<file path="src/rtl/cp0_unit.sv">
// Coprocessor 0 (SR/Cause/EPC) for the M stage: exception/interrupt entry, mtc0/mfc0, eret.
// Optional macro CP0_PRID_EN maps PRID_VALUE onto address 15 (read-only).
module cp0_unit #(
  parameter logic [31:0] PRID_VALUE = 32'h0000_2023
) (
  input  logic        clk,
  input  logic        reset,
  input  logic        en,
  input  logic [4:0]  CP0Add,
  input  logic [31:0] CP0In,
  input  logic [31:0] VPC,
  input  logic        BDIn,
  input  logic [4:0]  ExcCodeIn,
  input  logic [5:0]  HWInt,
  input  logic        EXLClr,
  output logic [31:0] CP0Out,
  output logic [31:0] EPCOut,
  output logic        Req
);

  logic [5:0]  r_im;
  logic        r_exl;
  logic        r_ie;
  logic        r_bd;
  logic [5:0]  r_ip;
  logic [4:0]  r_exccode;
  logic [31:0] r_epc;

  logic        w_int_req;
  logic        w_exc_req;
  logic [31:0] w_sr;
  logic [31:0] w_cause;

  assign w_int_req = (|(HWInt & r_im)) & r_ie & ~r_exl;
  assign w_exc_req = (ExcCodeIn != 5'd0) & ~r_exl;
  assign Req       = w_int_req | w_exc_req;

  assign w_sr    = {16'b0, r_im, 8'b0, r_exl, r_ie};
  assign w_cause = {r_bd, 15'b0, r_ip, 3'b0,
                    r_exccode, 2'b0};
  assign EPCOut  = r_epc;

  always_ff @(posedge clk) begin
    if (reset) begin
      r_im      <= '0;
      r_exl     <= 1'b0;
      r_ie      <= 1'b0;
      r_bd      <= 1'b0;
      r_ip      <= '0;
      r_exccode <= '0;
      r_epc     <= '0;
    end else begin
      r_ip <= HWInt;
      // Entry cancels the M-stage instruction, so its mtc0 is dropped
      if (Req) begin
        r_exl     <= 1'b1;
        r_exccode <= w_int_req ? 5'd0 : ExcCodeIn;
        r_bd      <= BDIn;
        r_epc     <= BDIn ? VPC - 32'd4 : VPC;
      end else if (EXLClr) begin
        r_exl <= 1'b0;
      end else if (en) begin
        case (CP0Add)
          5'd12: begin
            r_im  <= CP0In[15:10];
            r_exl <= CP0In[1];
            r_ie  <= CP0In[0];
          end
          5'd14:   r_epc <= CP0In;
          default: ;
        endcase
      end
    end
  end

  always_comb begin
    CP0Out = '0;
    case (CP0Add)
      5'd12:   CP0Out = w_sr;
      5'd13:   CP0Out = w_cause;
      5'd14:   CP0Out = r_epc;
`ifdef CP0_PRID_EN
      5'd15:   CP0Out = PRID_VALUE;
`endif
      default: CP0Out = '0;
    endcase
  end

`ifdef CP0_PRID_EN
  logic w_unused;
  assign w_unused = &{1'b0, CP0In[31:16], CP0In[9:2]};
`else
  logic w_unused;
  assign w_unused = &{1'b0, CP0In[31:16], CP0In[9:2],
                      PRID_VALUE};
`endif

endmodule
</file>
<file path="config.mk">
export PLATFORM = sky130hd
export DESIGN_NAME = cp0_unit
export DESIGN_NICKNAME = d
export VERILOG_FILES = /design/src/rtl/cp0_unit.sv
export SDC_FILE = /design/constraint.sdc
export NUM_CORES = 1
export LEC_CHECK = 0
export ABC_AREA = 0
export ABC_CLOCK_PERIOD_IN_PS = 3000
export CAP_MARGIN = 20
export CORE_ASPECT_RATIO = 1.25
export CORE_UTILIZATION = 35
export CTS_CLUSTER_DIAMETER = 120
export DETAILED_ROUTE_END_ITERATION = 7
export PLACE_DENSITY_LB_ADDON = 0.3
export SYNTH_ARGS = -nofsm -noshare
export SYNTH_HDL_FRONTEND = slang
export SYNTH_SLANG_ARGS = --single-unit
export TNS_END_PERCENT = 50
</file>
<file path="constraint.sdc">
create_clock -name clk -period 3 [get_ports clk]
set_input_delay 0.3 -clock clk [delete_from_list [all_inputs] [get_ports clk]]
set_output_delay 0.3 -clock clk [all_outputs]
set_load 0.02 [all_outputs]
</file>
; ---- Word-level counts from Yosys, hierarchy flattened
; Cells that the tools add are included.
; Widths: inputs -> output; s select.
[totals]
mem_bits_ro = 0
word_cells = 40
mem_bits_rw = 0
output_inout_bits = 65
regBits = 52
in_bits = 85
latchBits = 0
n_memories = 0
[op_classes]
shift = 0
addsub = 1
mul = 0
eq_ne = 4
n_reduce_logical = 9
muxes = 11
div = 0
n_lt_le_gt_ge = 0
n_bitwise = 8
[ops]
columns = cell, count
row1 = $mux 32, 5
row2 = $pmux 32 s3, 1
row3 = $sub 32x3->32 const B, 1
row4 = $eq 5x4->1 const B, 3
row5 = $and 6x6->6, 1
row6 = $reduce_bool 3->1, 2
row7 = $reduce_or 6->1, 1
row8 = $mux 5, 1
row9 = $reduce_bool 5->1, 1
row10 = $mux 1, 4
row11 = $reduce_and 4->1, 1
row12 = $reduce_bool 2->1, 2
row13 = $and 1x1->1, 3
row14 = $not 1->1, 3
row15 = $reduce_and 3->1, 1
row16 = $ne 2x1->1 const B, 1
row17 = $reduce_and 2->1, 1
row18 = $or 1x1->1, 1

; ---- Depth between registers and ports, before layout
[logic_depth]
depth_word = 7
ltp_mapped = 7
ltp_nobuf = 6

; ---- Least setup slack after synthesis
; No wires, ideal clock.
[synth_path]
path_type = input-to-reg
from = input VPC[20]
to = register r_epc[28], in the netlist EPCOut[28]
stages = 5
setup_time_ps = 74
t_required_ps = 2926
n_path_buf = 1
t_arrival_ps = 1962
path_slack_ps = 964
cell_sequence = or4_1 > buf_2 > or4b_4 > or4_1 > a31oi_1
[synth_via]
elab_chain_cells = 3
[synth_rtl]
columns = item, line_no
row1 = "start, declared", 11  ; input logic [31:0] VPC,
row2 = $sub 32x3->32, 59  ; r_epc <= BDIn ? VPC - 32'd4 : VPC;
row3 = $mux 32, 59
row4 = $mux 32, 55  ; if (Req) begin
row5 = "end signal, assigned", 59
row6 = "end signal, assigned", 69  ; 5'd14: r_epc <= CP0In;
row7 = "end, declared", 27  ; logic [31:0] r_epc;
; No other way between the ends.
; A chain may end at the register's enable or synchronous reset.

; ---- Final worst setup path
[layout_path]
from = input CP0Add[3]
to = output CP0Out[20]
[layout_via]
elab_chain_cells = 2
word_cells_on_any_way = 4
cone_classes = eq/ne (3) / mux (1)
[layout_rtl]
columns = item, line_no
row1 = "start, declared", 9  ; input logic [4:0] CP0Add,
row2 = $eq 5x4->1, 78  ; case (CP0Add)
row3 = $pmux 32 s3 (*), 78
row4 = "end, declared", 16  ; output logic [31:0] CP0Out,
; Every way passes the cells marked *; elsewhere a longest branch is shown, timed or not.

==> flow_summary.yaml <==
run_status:
  status: "finished clean"
worst_setup_path:
  critPathCaptureType: "primary output"
  r2r_slack_ns: 1.02
  r2r_end: "r_ie"
  setup.worst_path.class: "input port to primary output"
  reg2regPathDepth: 6
  rr_startpoint: "r_im[3]"
  cp_max_fo: 38
  startpoint_type: "input port"
  critPathArrivalTime_ns: 2.34
  crit_required_ns: 2.70
clocking:
  clk_pin_slew_worst_paths_ns: 0.07
  root_buffer: "clkbuf_16"
  cts_sinks: 52
  cts_hold_buf: 0
  cts_buffers: 5
  htreeDepth: 2
  cts-resized-gates: 0
  insertion_delay_ns: 0.29
  cts_tree: "yes"
  cts_setup_buffers: 0
  clockBufferDepth: 2
global_route:
  first_global_vias: 4041
  grt_pass1_wl_um: 20300
  antenna_found_initial: 0
  grt_max_degree: 43
  overflow: 0
  grt_usage_pct: 23.7
layout:
  layout_commonest_cell: "clkdlybuf4s50_1"
  nets: 653
  stdcell_area_um2: 5490
  areaGrowthSynthToFinish_pct: 51.6
  post-route-util_pct: 54.6
  antenna_cells: 0
  final_cell_mix: "clkdlybuf4s50_1 (149), dfxtp_1 (52), nand2_1 (25)"
  drive_above_1_share_pct: 8.99
  fillCellCount: 949
sta:
  fmax_ghz: 0.379
  drv_slew: 0
  min_period_ns: 2.64
  whs_ns: 0.475
  relSlewSlack_pct: 30.0
  skew_ns: 0.00359
  finalSetupTns_ns: 0
  hold_violations: 0
  tightest_slew_ns: 1.05
  period_share_pct: 88.0
  finalSetupViolCount: 0
  grt_setup_unrepaired: "false"
placement:
  port_buffers: 149
  place_area_um2: 5300
  gp_congestion: 0.926
  dp_hpwl_um: 9330
hold_path:
  hold_depth: 2
  hold_end: "r_im[4]"
  hp-class: "flop to flop"
  min_from: "r_im[4]"
route:
  first_pass_iters: 5
  vias: 4117
  ant_nets: 0
  drc_errors: 0
  wl_um: 12800
  avgViaCountPerCell: 5.92
  wl_per_cell_um: 18.4
  drt_iter0_markers: 230
logic_synthesis:
  synth_nets: 520
  ys_types: 52
  yosysSeqAreaShare_pct: 28.7
  async_flop_share_pct: 0
  syn_avg_cell_area_um2: 8.34
  yosysWarnings: 0
  syn-instance-count: 434
  synth_area_um2: 3620
  synth_edf_count: 0
  synth_seq_cells: 52
  synthFlopType: "dfxtp_1"
pwr:
  p_leak_uw: 0.00195
  ir_drop_mv: 0.287
  pwr_density_cell_nw_per_um2: 375
die:
  coreArea_um2: 10100
  die_area_um2: 10800
  fp-row-count: 41
  initial_core_util_pct: 36.0
  ios: 150
  die_h_um: 116
  fp.dieW_um: 93.0
run:
  drv_cap: 0
[sequential cells by signal (all words and copies together), names as in the netlist]
name and count:
EPCOut 32, r_bd 1, r_exccode 5, r_exl 1, r_ie 1, r_im 6
r_ip 6
[critical path, cell delays in order]
cell	delay, ns
clkdlybuf4s50_1	0.47
and3b_1	0.36
buf_4	0.37
and3_1	0.21
clkdlybuf4s50_1	0.61
[how the worst max path moves through the flow]
| stage | from | to | slack [ns] | depth (start not counted) |
|---|---|---|---|---|
| 6_report | CP0Add[3] | CP0Out[20] | 0.36 | 5 |
| 5_1_grt | CP0Add[3] | CP0Out[20] | 0.25 | 5 |
| 4_1_cts | CP0Add[3] | CP0Out[20] | 0.34 | 5 |
| 3_5_place_dp | CP0Add[3] | CP0Out[20] | 0.35 | 5 |
| 3_3_place_gp | CP0Add[2] | CP0Out[20] | 0.38 | 5 |
| 2_1_floorplan | VPC[20] | EPCOut[28] | 0.96 | 5 |
[final cells by class]
type / count / area [um2] / area share [%]
multi-input combinational: 327 / 2400 / 43.7
timing repair buffer: 173 / 1670 / 30.5
sequential: 52 / 1040 / 19.0
tap: 129 / 161 / 2.94
clock buffer: 5 / 125 / 2.28
clock inverter: 2 / 60.1 / 1.09
inverter: 8 / 30.0 / 0.547
[through the flow]
stage | cells | setup slack, ns | total power (uW)
after CTS | 696 | 0.344 | 2070
after global placement | 689 | 0.380 | 1330
after floorplan | 434 | 0.964 | 1040
after global routing | 696 | 0.251 | 2130
after detailed placement | 689 | 0.346 | 1340
final | 696 | 0.359 | 2060
[synthesized netlist by cell type (4+ instances only)]
cell type	count	area (um2)
dfxtp_1	52	1040
clkbuf_1	42	158
nand2_1	25	93.8
o31a_1	24	210
a211oi_1	23	173
and4_1	23	201
mux2i_1	21	210
and3_1	19	119
o41ai_1	18	158
a31oi_1	15	93.8
nor4_1	15	93.8
or4_1	11	82.6
o31ai_1	10	75.1
nor2b_1	9	56.3
a22o_1	8	70.1
nand3_1	8	40.0
nor2_1	8	30.0
nor3_1	8	40.0
o21ai_0	8	40.0
xor2_1	8	70.1
a21oi_1	7	35.0
inv_1	7	26.3
nand4_1	6	37.5
buf_2	4	20.0
o21a_1	4	30.0
or3_1	4	25.0
or3b_2	4	35.0
xnor2_1	4	35.0
[power by group]
group | internal (uW) | switching, uW | leakage, uW
Clock | 474 | 257 | 0.0000899
Combinational | 280 | 262 | 0.00143
Sequential | 743 | 45.3 | 0.000431
Total | 1500 | 564 | 0.00195
[cell families (layout without fill, tap and decap cells)]
group                      Yosys count  after routing  share of synthesized area, %
buffers and inverters               55            188                          5.84
and+or+nand+nor                    165            165                          29.4
AOI/OAI and AO/OA                  128            128                          26.9
DFF                                 52             52                          28.7
adders and majority gates            1              1                         0.345
xor gates and xnor gates            12             12                          2.90
muxes                               21             21                          5.81
[metal layers]
layer / track usage (%) / vias up / share of wire [%]
met2: 42.7 / 167 / 51
li1: - / 1991 / -
met4: 8.21 / 0 / 2.4
met1: 28.5 / 1938 / 41
met5: 0 / - / 0
met3: 3.61 / 21 / 6.2
No activity file was read; power rests on OpenSTA's default activity.
